<file path="config.mk">
export PLATFORM = sky130hd
export DESIGN_NAME = ex2a_seq_flat
export DESIGN_NICKNAME = d
export VERILOG_FILES = /design/src/rtl/ex2a_seq_if.sv /design/src/rtl/ex2a_seq.sv /design/src/flat_wrapper.sv
export SDC_FILE = /design/constraint.sdc
export NUM_CORES = 1
export LEC_CHECK = 0
export BUFFER_PORTS_ARGS = -buffer_cell sky130_fd_sc_hd__buf_4
export CORE_MARGIN = 4
export CORE_UTILIZATION = 42
export CTS_BUF_LIST = sky130_fd_sc_hd__clkbuf_4 sky130_fd_sc_hd__clkbuf_8 sky130_fd_sc_hd__clkbuf_16
export DETAILED_ROUTE_END_ITERATION = 10
export PLACE_DENSITY_LB_ADDON = 0.1
export SLEW_MARGIN = 20
export SYNTH_ARGS = -nofsm -noshare
export SYNTH_HDL_FRONTEND = slang
export SYNTH_SLANG_ARGS = --single-unit
</file>
<file path="constraint.sdc">
create_clock -name clk -period 3.6 [get_ports clk]
set_clock_uncertainty 0.05 [all_clocks]
set_input_delay 0.18 -clock clk [delete_from_list [all_inputs] [get_ports clk]]
set_output_delay 0.18 -clock clk [all_outputs]
set_load 0.005 [all_outputs]
</file>
<file path="src/rtl/ex2a_seq_if.sv">
// Signal bundle between the ex2a stimulus sequencer and its surroundings:
// the run request, the ex2a response, the stimulus vector, status and captured maps.
interface ex2a_seq_if;
  // start is a level request with no ready: the sequencer samples it only in IDLE
  // or DONE and ignores it in DRIVE; f1/f2 are combinational responses to a..d.
  logic        start;
  logic        f1;
  logic        f2;
  logic        a;
  logic        b;
  logic        c;
  logic        d;
  logic [3:0]  vec_idx;
  logic        busy;
  logic        done;
  logic [15:0] f1_map;
  logic [15:0] f2_map;
  logic [1:0]  dbg_state;

  modport master (
    input  start, f1, f2,
    output a, b, c, d, vec_idx, busy, done, f1_map, f2_map, dbg_state
  );

  modport slave (
    output start, f1, f2,
    input  a, b, c, d, vec_idx, busy, done, f1_map, f2_map, dbg_state
  );
endinterface

</file>
<file path="src/rtl/ex2a_seq.sv">
// Sweeps {a,b,c,d} through 0..15, holding each vector DWELL cycles, and captures
// the ex2a responses f1/f2 on the last dwell cycle into two 16-bit truth-table maps.
module ex2a_seq #(
  parameter int unsigned DWELL = 20
) (
  input  logic        clk,
  input  logic        rst_n,
  ex2a_seq_if.master  bus
);

  localparam int unsigned      CNT_W = $clog2(DWELL + 1);
  localparam logic [CNT_W-1:0] LAST  = CNT_W'(DWELL - 1);

  typedef enum logic [1:0] {
    IDLE  = 2'd0,
    DRIVE = 2'd1,
    DONE  = 2'd2
  } state_e;

  state_e           state_q, state_d;
  logic [3:0]       vec_q, vec_d;
  logic [CNT_W-1:0] cnt_q, cnt_d;
  logic [15:0]      f1_map_q, f1_map_d;
  logic [15:0]      f2_map_q, f2_map_d;
  logic             busy_q;
  logic             done_q;

  always_comb begin
    state_d  = state_q;
    vec_d    = vec_q;
    cnt_d    = cnt_q;
    f1_map_d = f1_map_q;
    f2_map_d = f2_map_q;
    unique case (state_q)
      IDLE, DONE: begin
        if (bus.start) begin
          state_d  = DRIVE;
          vec_d    = 4'd0;
          cnt_d    = '0;
          f1_map_d = 16'h0000;
          f2_map_d = 16'h0000;
        end
      end
      DRIVE: begin
        if (cnt_q == LAST) begin
          // Only the last dwell cycle is sampled; earlier cycles are settling time.
          f1_map_d[vec_q] = bus.f1;
          f2_map_d[vec_q] = bus.f2;
          if (vec_q == 4'd15) begin
            state_d = DONE;
          end else begin
            vec_d = vec_q + 4'd1;
            cnt_d = '0;
          end
        end else begin
          cnt_d = cnt_q + CNT_W'(1);
        end
      end
      default: state_d = IDLE;
    endcase
  end

  always_ff @(posedge clk) begin
    if (!rst_n) begin
      state_q  <= IDLE;
      vec_q    <= 4'd0;
      cnt_q    <= '0;
      f1_map_q <= 16'h0000;
      f2_map_q <= 16'h0000;
      busy_q   <= 1'b0;
      done_q   <= 1'b0;
    end else begin
      state_q  <= state_d;
      vec_q    <= vec_d;
      cnt_q    <= cnt_d;
      f1_map_q <= f1_map_d;
      f2_map_q <= f2_map_d;
      busy_q   <= (state_d == DRIVE);
      done_q   <= (state_d == DONE);
    end
  end

  // Stimulus bits are taken straight from the index register, so they stay registered.
  assign bus.a         = vec_q[3];
  assign bus.b         = vec_q[2];
  assign bus.c         = vec_q[1];
  assign bus.d         = vec_q[0];
  assign bus.vec_idx   = vec_q;
  assign bus.busy      = busy_q;
  assign bus.done      = done_q;
  assign bus.f1_map    = f1_map_q;
  assign bus.f2_map    = f2_map_q;
  assign bus.dbg_state = state_q;

endmodule
</file>
<file path="src/flat_wrapper.sv">
// flat-port wrapper written by rule: the top's interface ports become plain ports
module ex2a_seq_flat 
#(
  parameter int unsigned DWELL = 20
)
  (clk, rst_n, bus_start, bus_f1, bus_f2, bus_a, bus_b, bus_c, bus_d, bus_vec_idx, bus_busy, bus_done, bus_f1_map, bus_f2_map, bus_dbg_state);
  ex2a_seq_if bus_i ();
  input  logic clk;
  input  logic rst_n;
  input wire logic [$bits(bus_i.start)-1:0] bus_start;
  input wire logic [$bits(bus_i.f1)-1:0] bus_f1;
  input wire logic [$bits(bus_i.f2)-1:0] bus_f2;
  output wire logic [$bits(bus_i.a)-1:0] bus_a;
  output wire logic [$bits(bus_i.b)-1:0] bus_b;
  output wire logic [$bits(bus_i.c)-1:0] bus_c;
  output wire logic [$bits(bus_i.d)-1:0] bus_d;
  output wire logic [$bits(bus_i.vec_idx)-1:0] bus_vec_idx;
  output wire logic [$bits(bus_i.busy)-1:0] bus_busy;
  output wire logic [$bits(bus_i.done)-1:0] bus_done;
  output wire logic [$bits(bus_i.f1_map)-1:0] bus_f1_map;
  output wire logic [$bits(bus_i.f2_map)-1:0] bus_f2_map;
  output wire logic [$bits(bus_i.dbg_state)-1:0] bus_dbg_state;
  assign bus_i.start = bus_start;
  assign bus_i.f1 = bus_f1;
  assign bus_i.f2 = bus_f2;
  assign bus_a = bus_i.a;
  assign bus_b = bus_i.b;
  assign bus_c = bus_i.c;
  assign bus_d = bus_i.d;
  assign bus_vec_idx = bus_i.vec_idx;
  assign bus_busy = bus_i.busy;
  assign bus_done = bus_i.done;
  assign bus_f1_map = bus_i.f1_map;
  assign bus_f2_map = bus_i.f2_map;
  assign bus_dbg_state = bus_i.dbg_state;
  ex2a_seq #(.DWELL(DWELL)) u_core (.clk(clk), .rst_n(rst_n), .bus(bus_i));
endmodule
</file>
==> qor.yml <==
cts_setup_buffers: 0
clkTransAtPathRegs_ns: 0.08
final_util_pct: 53.68
synth_edf_count: 0
rows: 24
ys_async_sr_fraction_pct: 0
cts_buffers: 5
hold_viol: 0
end_kind: "flip-flop"
slew_headroom_pct: 58.73
drt-initial-drc-count: 109
globalRouteTotalUtil_pct: 16.43
place_area_mm2: 0.002268
final_cells: 316
synth_ff_type: "dfxtp_1"
ant_nets: 0
synth.area.top_cells: "dfxtp_1 (46%), nand2_1 (7.9%), o22ai_1 (6.8%), a21oi_1 (4.4%), a32o_1 (4.1%)"
vias_per_cell: 5.535
hold_class: "input pin to flip-flop"
drt-total-wl_um: 4603
setup_violations: 0
syn_inst: 226
dp_hpwl_um: 3260
syn-cell-area_mm2: 0.001938
synth_common_cells: "dfxtp_1 (45), nand2_1 (41), o22ai_1 (21), a21oi_1 (17), o21ai_0 (14)"
cts_hold_buf: 0
grt_max_degree: 48
dp_cells: 308
cp_cell_sequence: "ha_1 -> nand4bb_1 -> nor2_2 -> nand3_1 -> o22ai_1"
p_per_area_mw_per_mm2: 381.5
final_area_mm2: 0.002370
grt_use_met1_pct: 23.80
ctsHtreeMaxLevel: 2
first_pass_iters: 4
layout.nets: 273
grt_pass1_wl_um: 7935
synth_seq_cells: 45
cpPeakStageDelay_ns: 0.38
required_ns: 3.76
grt-busiest-layer: "met1"
io-pin-count: 49
p_total_uw: 904.1
insertion_delay_ns: 0.29
critPathKind: "flip-flop to flip-flop"
slew_violations: 0
area_delta_synth_final_pct: 22.27
status: "finished clean"
drive_above_1_share_pct: 23.86
arrival_ns: 2.13
rsz0062_at_grt: "false"
leakagePower_nw: 0.9242
drt-wirelength-per-cell_um: 14.57
avgSynthCellArea_um2: 8.576
met3_usage_pct: 5.213
worstPathMaxFanout: 11
clockRootBuffer: "clkbuf_8"
critPathLaunchType: "flip-flop"
n_antenna_cell: 0
die_width_um: 75.93
drcViolationCount: 0
cts_tree: "built"
worst_pin_slew_ns: 0.6143
clock-sinks: 45
grt.overflow.total: 0
timing.fmax_ghz: 0.5086
syn_nets: 236
ctsResizeCount: 0
io_buffer_count: 48
die_h_um: 75.93
synth_area_leader_cell: "dfxtp_1"
setup-tns-final_ns: 0
design.die.area_mm2: 0.005765
clock_path_buffers: 2
antenna_found_initial: 0
max-cap-violations: 0
use_met2_pct: 23.54
yosys.area.top_type_share_pct: 46.48
grt_pass1_vias: 1661
fin_crit_ns: 1.966
via_count: 1749
synthDistinctLibCells: 33
ys_seq_area_share_pct: 46.48
yosysMostFrequentCell: "dfxtp_1"
place_congestion: 0.7401
peakVddDrop_uv: 174.8
crit_slowest_cell: "nand3_1"
ys_warn_count: 0
start_util_pct: 43.91
fin_crit_sh_pct: 54.61
coreArea_mm2: 0.004414
-- layer usage --
metal	routed length [µm]	vias up	part of all wire (%)
met2	2108	45	46
met3	284	2	6.2
met4	19	0	0.41
met1	2191	814	48
li1	-	888	-
met5	0	-	0
-- worst paths after layout --
kind                            slack (ns)            startpoint                     to  depth (start not counted)
worst max-delay path                  1.63       u_core.cnt_q[0]  u_core.bus.f1_map[13]                          5
worst min-delay path                  0.13                bus_f2  u_core.bus.f2_map[15]                          3
worst max register to register        1.63       u_core.cnt_q[0]  u_core.bus.f1_map[13]                          5
worst min register to register        0.41  u_core.bus.f2_map[8]   u_core.bus.f2_map[8]                          2
-- registers in the layout, summed over array words and instances, names as in the netlist --
register              flops
u_core.bus.f1_map        16
u_core.bus.f2_map        16
u_core.cnt_q              5
u_core.bus.vec_idx        4
u_core.bus.dbg_state      2
u_core.bus.busy           1
u_core.bus.done           1
-- stage by stage --
stage               setup WS (ns)  hold slack, ns
CTS                         1.615          0.1107
detailed placement          1.632          0.3988
global placement            1.737          0.3975
global route                1.406          0.1378
finish                      1.634          0.1292
floorplan                   2.048          0.2750
-- logic make-up after synthesis --
group	Yosys count	share of synthesized area, %
buffers and inverters	21	5.681
AO/OA/AOI/OAI	74	24.53
AND/OR/NAND/NOR	81	20.08
flip-flops	45	46.48
adder cells (fa/ha/maj)	5	3.228
-- cells in the final DEF (no fill, tap or decap) --
master and n:
buf_4 49, dfxtp_1 45, nand2_1 41, o22ai_1 21, a21oi_1 17, o21ai_0 14, nand3_1 12, a32o_1 8
clkbuf_8 7, nor2_1 5, ha_1 5, nor2b_1 4, and2_1 4, nor3_1 4, a21boi_0 4, nand2b_1 3
and3_1 3, a31oi_1 3, inv_1 2, o21ai_1 2, nand4bb_1 1, nor2_2 1, and4bb_2 1, a21oi_2 1
or3_4 1, a41o_1 1, o221a_2 1, nor3b_1 1, o22ai_2 1, o21bai_1 1, clkinv_2 1
-- final cells by class --
| cell class | instances | area (µm²) |
|---|---|---|
| multi-input cells | 160 | 927.1 |
| well taps | 52 | 65.06 |
| clock inverters | 1 | 5.005 |
| inverters | 2 | 7.507 |
| fillers | 446 | 2044 |
| repair buffers | 49 | 367.9 |
| flip-flops and latches | 45 | 900.9 |
| clock buffers | 7 | 96.34 |
-- worst max-delay path: cells and delay by family, from the launching register on --
family	cells	cell delay, ns
compound gates	1	0.30
flops	1	0.37
simple gates	3	0.92
fa+ha+maj	1	0.23
-- power breakdown --
part           total [mW]  internal (mW)  leakage, nW  switching, mW
clock network       0.338          0.174       0.0542          0.165
registers           0.503          0.501        0.363        0.00278
logic              0.0624         0.0190        0.507         0.0434
total               0.904          0.693        0.924          0.211
No activity file was read; power rests on OpenSTA's default activity.
